--- src/rtl/exchange_order_tx.sv ---
// exchange_order_tx
// Buffers risk-approved orders {client id, amount} in a small FIFO and
// serialises each one as a 5-byte frame on a byte-wide valid/ready link:
//   SOF_BYTE, {3'b0,id}, amount[15:8], amount[7:0], XOR of the first four.
//
// Ports
//   clk              rising-edge clock
//   HRESETn          asynchronous active-low reset
//   order_go         one-cycle strobe per incoming order
//   order_client_id  client index (5 bits)
//   order_amount     order amount (16 bits); zero amounts are discarded
//   order_accept     FIFO not full; an order arriving while low is dropped
//   tx_data          frame byte
//   tx_valid         tx_data valid
//   tx_ready         link accepts the byte when tx_valid && tx_ready
//   busy             transmitter not idle or FIFO non-empty
//   fifo_level       FIFO occupancy, excluding the frame in flight
//   frames_sent      completed frames (wrapping)
//   orders_dropped   orders lost to a full FIFO (wrapping)
module exchange_order_tx #(
  parameter int unsigned FIFO_DEPTH = 8,
  parameter logic [7:0]  SOF_BYTE   = 8'hA5,
  parameter int unsigned GAP_CYCLES = 0
) (
  input  logic                          clk,
  input  logic                          HRESETn,
  input  logic                          order_go,
  input  logic [4:0]                    order_client_id,
  input  logic [15:0]                   order_amount,
  output logic                          order_accept,
  output logic [7:0]                    tx_data,
  output logic                          tx_valid,
  input  logic                          tx_ready,
  output logic                          busy,
  output logic [$clog2(FIFO_DEPTH):0]   fifo_level,
  output logic [15:0]                   frames_sent,
  output logic [15:0]                   orders_dropped
);

  localparam int unsigned AW = $clog2(FIFO_DEPTH);

  typedef enum logic [2:0] {
    S_IDLE, S_SOF, S_ID, S_AMT_HI, S_AMT_LO, S_CSUM, S_GAP
  } state_t;

  state_t            state_q, state_d;
  logic [AW:0]       wr_ptr_q, wr_ptr_d;
  logic [AW:0]       rd_ptr_q, rd_ptr_d;
  logic [20:0]       mem_q [FIFO_DEPTH];
  logic [4:0]        hold_id_q, hold_id_d;
  logic [15:0]       hold_amt_q, hold_amt_d;
  logic [7:0]        gap_cnt_q, gap_cnt_d;
  logic [15:0]       frames_sent_q, frames_sent_d;
  logic [15:0]       orders_dropped_q, orders_dropped_d;

  logic              full, empty, push, drop, pop, byte_done;
  logic [20:0]       head;

  // Extra pointer bit separates full (MSBs differ) from empty (all equal).
  assign empty = (wr_ptr_q == rd_ptr_q);
  assign full  = (wr_ptr_q[AW] != rd_ptr_q[AW]) &&
                 (wr_ptr_q[AW-1:0] == rd_ptr_q[AW-1:0]);

  // Space is judged on registered state only, so a same-cycle pop never
  // makes room for a same-cycle push.
  assign order_accept = !full;
  assign push = order_go && (order_amount != '0) && !full;
  assign drop = order_go && (order_amount != '0) && full;
  assign pop  = (state_q == S_IDLE) && !empty;
  assign head = mem_q[rd_ptr_q[AW-1:0]];

  assign fifo_level     = wr_ptr_q - rd_ptr_q;
  assign frames_sent    = frames_sent_q;
  assign orders_dropped = orders_dropped_q;
  assign busy           = (state_q != S_IDLE) || !empty;

  // Output bytes come straight from the holding register, so they stay
  // stable for as long as the link stalls.
  always_comb begin
    tx_valid = 1'b1;
    tx_data  = '0;
    case (state_q)
      S_SOF:    tx_data = SOF_BYTE;
      S_ID:     tx_data = {3'b000, hold_id_q};
      S_AMT_HI: tx_data = hold_amt_q[15:8];
      S_AMT_LO: tx_data = hold_amt_q[7:0];
      S_CSUM:   tx_data = SOF_BYTE ^ {3'b000, hold_id_q} ^
                          hold_amt_q[15:8] ^ hold_amt_q[7:0];
      default:  tx_valid = 1'b0;
    endcase
  end

  assign byte_done = tx_valid && tx_ready;

  always_comb begin
    state_d          = state_q;
    wr_ptr_d         = wr_ptr_q;
    rd_ptr_d         = rd_ptr_q;
    hold_id_d        = hold_id_q;
    hold_amt_d       = hold_amt_q;
    gap_cnt_d        = gap_cnt_q;
    frames_sent_d    = frames_sent_q;
    orders_dropped_d = orders_dropped_q;

    if (push) wr_ptr_d = wr_ptr_q + 1'b1;
    if (drop) orders_dropped_d = orders_dropped_q + 16'd1;

    case (state_q)
      S_IDLE: begin
        if (pop) begin
          {hold_id_d, hold_amt_d} = head;
          rd_ptr_d = rd_ptr_q + 1'b1;
          state_d  = S_SOF;
        end
      end
      S_SOF:    if (byte_done) state_d = S_ID;
      S_ID:     if (byte_done) state_d = S_AMT_HI;
      S_AMT_HI: if (byte_done) state_d = S_AMT_LO;
      S_AMT_LO: if (byte_done) state_d = S_CSUM;
      S_CSUM: begin
        if (byte_done) begin
          frames_sent_d = frames_sent_q + 16'd1;
          if (GAP_CYCLES > 0) begin
            // Counter runs GAP_CYCLES-1 .. 0, one GAP cycle per value.
            gap_cnt_d = 8'(GAP_CYCLES - 1);
            state_d   = S_GAP;
          end else begin
            state_d = S_IDLE;
          end
        end
      end
      S_GAP: begin
        if (gap_cnt_q == '0) state_d = S_IDLE;
        else                 gap_cnt_d = gap_cnt_q - 8'd1;
      end
      default: state_d = S_IDLE;
    endcase
  end

  always_ff @(posedge clk or negedge HRESETn) begin
    if (!HRESETn) begin
      state_q          <= S_IDLE;
      wr_ptr_q         <= '0;
      rd_ptr_q         <= '0;
      hold_id_q        <= '0;
      hold_amt_q       <= '0;
      gap_cnt_q        <= '0;
      frames_sent_q    <= '0;
      orders_dropped_q <= '0;
    end else begin
      state_q          <= state_d;
      wr_ptr_q         <= wr_ptr_d;
      rd_ptr_q         <= rd_ptr_d;
      hold_id_q        <= hold_id_d;
      hold_amt_q       <= hold_amt_d;
      gap_cnt_q        <= gap_cnt_d;
      frames_sent_q    <= frames_sent_d;
      orders_dropped_q <= orders_dropped_d;
    end
  end

  // Storage needs no reset: entries are only read once the pointers say so.
  always_ff @(posedge clk) begin
    if (push) mem_q[wr_ptr_q[AW-1:0]] <= {order_client_id, order_amount};
  end

endmodule
--- config.mk ---
export PLATFORM = sky130hd
export DESIGN_NAME = exchange_order_tx
export DESIGN_NICKNAME = d
export VERILOG_FILES = /design/src/rtl/exchange_order_tx.sv
export SDC_FILE = /design/constraint.sdc
export NUM_CORES = 1
export LEC_CHECK = 0
export CORE_MARGIN = 10
export CORE_UTILIZATION = 35
export CTS_CLUSTER_DIAMETER = 60
export DETAILED_ROUTE_END_ITERATION = 10
export PLACE_DENSITY_LB_ADDON = 0.25
export SLEW_MARGIN = 5
export SYNTH_ARGS = -nofsm -noshare
export SYNTH_HDL_FRONTEND = slang
export SYNTH_SLANG_ARGS = --single-unit
export TNS_END_PERCENT = 1
--- constraint.sdc ---
create_clock -name clk -period 3.95 [get_ports clk]
set_input_delay 1.185 -clock clk [delete_from_list [all_inputs] [get_ports clk]]
set_output_delay 1.185 -clock clk [all_outputs]
set_load 0.1 [all_outputs]
### Yosys cells after proc, flatten, opt, wreduce, memory -nomap -nowiden

Memory sizes are Yosys's and may differ from the RTL's. A register that Yosys moved wholly into a read port is not among the register bits.
Index checks and enable logic that the tools add are counted.

* word-level logic and storage cells: 64
* memory bits (writable): 168
* register bits: 51
* bits of input ports: 25
* memories kept: 1

* eq/ne operators: 16
* bitwise logic cells: 4
* add/sub/neg operators: 6
* multiplexer cells: 12
* reductions and logical operators: 19

Memories
* mem_q: words 8, bits a word 21, read ports 1, clocked after memory_dff 1, write ports 1, line 49 `logic [20:0] mem_q [FIFO_DEPTH];`

Operator list (count)
* 8-bit case mux with 5 select lines: 1
* 16-bit by 1-bit adder with 16-bit output (second input constant): 2
* 3-bit two-way mux: 7
* 3-bit case mux with 7 select lines: 1
* 16-bit nonzero test: 1
* 8-bit bitwise XOR: 2
* 2-bit != test (second input constant): 7
* 3-bit == test (second input constant): 3
* 4-bit by 1-bit adder with 4-bit output (second input constant): 2
* 8-bit zero test: 1
* 8-bit by 1-bit subtractor with 8-bit output (second input constant): 1
* 7-bit AND reduction: 1
* 3-bit by 2-bit == test with 1-bit output (second input constant): 2
* 1-bit logical AND: 6
* 2-bit AND reduction: 3
* 5-bit OR reduction: 1
* 4-bit == test: 1
* 2-bit inverter with 4-bit output: 1
* 4-bit subtractor: 1
* 3-bit by 1-bit == test with 1-bit output (second input constant): 1
* 3-bit == test: 1
* 1-bit zero test: 3
* 3-bit zero test: 1
* 1-bit two-way mux: 3
* other kinds (4): 4

### Depth between registers and ports, before layout

* depth after elaboration: 6
* mapped depth: 9
* depth with buffers taken out: 7

### Least setup slack after synthesis

OpenSTA, ideal clock, no wires.

* path type: reg2reg
* start: register rd_ptr_q[1]
* end: memory mem_q[0][0] (enable)
* data arrival time: 4.143 ns
* clock period less this slack: 4.595 ns
* path slack: -0.645 ns
* cell stages (with the launch flop): 10
* cell sequence: dfrtp_1 -> clkbuf_1 -> buf_2 -> inv_1 -> ha_1 -> nand3_2 -> nor2_2 -> inv_2 -> nand3_2 -> nor4_1

* word-level cells in the longest chain between the ends: 6

RTL lines
* from (decl): line 48 `logic [AW:0] rd_ptr_q, rd_ptr_d;`
* from (signal assigned): line 153 `rd_ptr_q <= rd_ptr_d;`
* 3-bit == test: line 62 `(wr_ptr_q[AW-1:0] == rd_ptr_q[AW-1:0]);`
* 1-bit logical AND: line 61 `assign full = (wr_ptr_q[AW] != rd_ptr_q[AW]) &&`
* 1-bit zero test
* net order_accept: line 30 `output logic order_accept,`
* 1-bit logical AND: line 67 `assign push = order_go && (order_amount != '0) && !full;`
* 1-bit two-way mux: line 164 `if (push) mem_q[wr_ptr_q[AW-1:0]] <= {order_client_id, order_amount};`
* 1-bit two-way mux (implied by the code): line 164
* to (decl): line 49

The timed path passes the listed nets, and every way through them passes these cells.

### Worst setup path in the final report

* start: register state_q[0]
* end: output tx_data[5]

* word-level cells in the longest chain between the ends: 2

RTL lines
* from (decl): line 46 `state_t state_q, state_d;`
* from (signal assigned): line 151 `state_q <= state_d;`
* 3-bit == test (tied with other cells): line 82 `case (state_q)`
* 8-bit case mux with 5 select lines *: line 82
* to (decl): line 31 `output logic [7:0] tx_data,`

Mark *: on every way between the ends. The rest lies on a longest branch, timed or not.

==> impl_summary.md <==
Status
The run finished with clean final reports.

STA
The relative slew slack is 27.7%. Setup violations remaining at the end of the flow were counted as 0. The final setup skew is 0.0380 ns.

For this run, the top clock speed supported by timing is 277 MHz. The clock period could shrink to 3.61 ns. For the pin with the worst max-slew slack, the measured transition is 1.08 ns. The number of max-slew violations in the final report was 0. The portion of the clock cycle consumed by the worst path in the final layout is 91.3%. The slack of the critical path is 0.344 ns.

Setup repair after global routing left no endpoint under its margin. The hold violation count in the final report is 0.

Route
Summed over all nets, wire length on met2 after detailed routing comes to 10,400 um. After the first detailed-routing iteration, the DRC count stood at 336. After detailed routing, no signal wire sits above met4.

The total via count in the routed design is 5,425. Detailed routing placed a total of 1150 um of wire on met3. Dividing the detail-routed wire length by the instance count gives 19.2 um.

The via density per instance is 4.91. Once detail routing completed, the nets flagged for antenna violations numbered 0. The post-detailed-route DRC marker count is 0. The total routed wire length on the met1 layer is 9480 um.

The detailed-router iteration count before antenna repair is 5. The aggregate routed wire length is 21,300 um.

Pwr
Across the VDD grid, the largest voltage drop is 0.398 mV. The static leakage is 0.00449 uW. Power spread over the standard cell area amounts to 831 nW/um^2.

GRT
For this run, the total global-route usage over all layers was measured as 11.8%. The maximum number of pins on one net before global-route repair is 47. The total overflow left after global routing is 0. The number of global-route vias before repair is 5,672. The wire length of the first global-routing pass is 33,300 um. The number of antenna violations at the first check in global routing is 0.

Floorplanning
The initial core utilization is 35.8%. The placeable core region is 28,000 um^2. The die is 189 um wide. The total number of placement rows is 61. Pin placement for this block handled 72 I/O pins. The floorplan step defined a die boundary enclosing 35,900 um^2. The y dimension of the die is 189 um.

Layout
The finished cells cover 12,200 um^2. The relative area change from synthesis to final layout is 21.7%. The final design utilization is 43.6%. In the final layout, the multi-input gates occupy 3020 um^2.

The net count reported at finish is 740. The number of filler cells placed in the layout is 2,518. The repair_antennas step left the layout with diodes totalling 0.

In the final layout, flip-flops and latches occupy 6850 um^2. The proportion of layout cells with a drive suffix above 1 is 24.9%.

Clock network
For this design, the sink count on the clock tree is 240. The CTS root buffer is clkbuf_16. The maximum buffer depth of the clock tree is 3. At the later pin of the worst-skew pair, clock insertion delay measures 0.56 ns. TritonCTS built the clock tree. TritonCTS created 28 clock buffers.

The clock-pin slew reported for the worst setup and hold paths after clock tree synthesis is 0.06 ns. For this design, the CTS-stage hold fixing added 0 buffers. Buffers added to address setup during post-CTS repair amount to 0. The H-tree depth is 1.

The number of gates given a new drive strength after cts is 0.

Setup path
In this run the critical register-to-register path is launched from wr_ptr_q[0]. Data arrives at the worst endpoint at 2.42 ns. The worst register-to-register path has a setup slack of 0.95 ns. The element type at the critical path start is a register. Of all nets on the critical path, the largest fanout is 25. At the worst endpoint, the required time is 2.76 ns. The launching element of the worst setup path is state_q[0].

The critical path class is reg -> out. STA classifies the critical path endpoint as an output port.

Placed design
The placed instances occupy a cell area of 11,300 um^2. Input and output buffers added on the ports amount to 71. Timing analysis after detailed placement gives a worst setup slack of 0.141 ns. The detailed placer's ending HPWL is 13,900 um. The weighted congestion reported at the end of routability-driven placement is 0.765.

Synthesis
The yosys synthesis warning count is 0. The number of different library cells used by synthesis comes to 50. Synthesis produced a netlist whose cell count is 613.

In this run, synthesis produced a sequential element count of 240. The portion of synthesized area spent on multiplexers is 12.4%. The synthesized-area fraction occupied by ao, oa, aoi and oai cells is 2.87%. The xor-xnor portion of the synthesized cell area is 5.22%. Of the total synthesized cell area, the portion taken by AND, OR, NAND and NOR gates is 7.83%.

The net count of the mapped netlist is 648. For this run, asynchronously set or reset flops after synthesis account for 30.0%. A synthesized cell averages 16.4 um^2. The total standard cell area after synthesis is 10,000 um^2. The largest family of logic cells by synthesized area is multiplexers. The part of the Yosys area used for sequential elements is 68.2%. The number of enable-type register cells in the synthesized netlist is 168. The most used flip-flop cell after synthesis is edfxtp_1. The arithmetic-cell share of the synthesized area counting full adders, half adders and majority gates is 1.32%.

Job
The count of max-cap constraint violations is 0.

Worst hold path
The startpoint of the worst hold path is gap_cnt_q[5]. The class of the most critical hold timing path is reg -> reg.
==> layout make-up <==
class | count | share of cell area [%]
tap | 378 | 3.87
sequential | 240 | 56.1
clock inverter | 20 | 1.51
inverter | 16 | 0.492
multi-input combinational | 326 | 24.7
timing repair buffer | 93 | 7.34
clock buffer | 32 | 6.02
==> registers in the layout, indices dropped and copies added (netlist names) <==
signal          flops
hold_amt_q         16
gap_cnt_q           8
hold_id_q           5
rd_ptr_q            4
state_q             3
wr_ptr_q            4
orders_dropped     16
frames_sent        16
mem_q             168
==> worst max-delay path: stages, from the launching register on <==
cell and delay [ns]:
dfrtp_1 0.83, mux2_2 0.41, a22oi_1 0.18, o21ai_0 0.17, buf_4 0.30
==> power breakdown <==
group,internal [uW],switching (uW),total [uW]
combinational,1450,2670,4110
clock,1480,1030,2510
sequential,3180,359,3530
==> cells in the mapped netlist, drive strengths merged, types with 2 or more instances <==
master  count  share of area (%)
a21oi       7               0.35
a221oi      2               0.17
and3        6               0.37
and4        3               0.26
buf        18                1.1
clkbuf     13               0.49
dfrtp      72                 18
edfxtp    168                 50
ha          9                1.1
inv        16               0.60
mux2        5               0.56
mux2i      24                2.4
mux4       42                9.4
nand2      36                1.3
nand2b      2               0.12
nand3      20                1.1
nand3b      2               0.15
nand4      16                1.2
nand4b      3               0.26
nor2       19               0.74
nor2b       7               0.44
nor3        7               0.46
nor4       12               0.90
o21ai      30                1.5
o22a        2               0.17
o22ai       4               0.25
xnor2      40                3.6
xor2       19                1.7
==> cells by family (layout without fill, tap and decap cells) <==
kind of cell | after synthesis | in the layout
AND/OR/NAND/NOR | 136 | 136
flip-flops | 240 | 240
multiplexers | 71 | 71
buffers and inverters | 47 | 161
AO/OA/AOI/OAI | 50 | 50
XOR/XNOR | 59 | 59
adder cells (fa/ha/maj) | 10 | 10
==> per-stage QoR <==
stage	total power [uW]	hold WS [ns]	TNS, ns	cells
after global routing	10700	0.491	0	1105
after floorplan	6550	0.447	-84.08	613
final	10200	0.473	0	1105
after detailed placement	7790	0.470	0	1053
after global placement	7710	0.458	0	1053
after CTS	10300	0.482	0	1105
==> worst paths after layout <==
check	cells past startpoint	end
worst max register to register	6	mem_q[7][4]
worst min register to register	1	gap_cnt_q[5]
worst min-delay path	1	gap_cnt_q[5]
min in group asynchronous	1	wr_ptr_q[1]
max in group asynchronous	2	orders_dropped[7]
worst max-delay path	4	tx_data[5]
==> per-layer routing <==
metal	up-vias	global-route usage [%]
met1	2748	15.6
met2	128	19.5
met5	-	0
met3	27	2.43
met4	0	2.69
li1	2522	-
==> placed cells by master, fill, tap and decap left out, drive strengths merged, types with 4 or more instances in the layout <==
| cell type | count |
|---|---|
| clkinv | 14 |
| xor2 | 19 |
| xnor2 | 40 |
| nand2 | 36 |
| nor4 | 12 |
| nor2b | 7 |
| nand4 | 16 |
| and3 | 6 |
| nand3 | 20 |
| nor3 | 7 |
| mux4 | 42 |
| mux2 | 5 |
| dfrtp | 72 |
| buf | 68 |
| mux2i | 24 |
| clkdlybuf4s50 | 25 |
| ha | 9 |
| o21ai | 30 |
| o22ai | 4 |
| nor2 | 19 |
| edfxtp | 168 |
| a21oi | 7 |
| clkbuf | 32 |
| inv | 19 |
(Power assumes the default switching activity.)
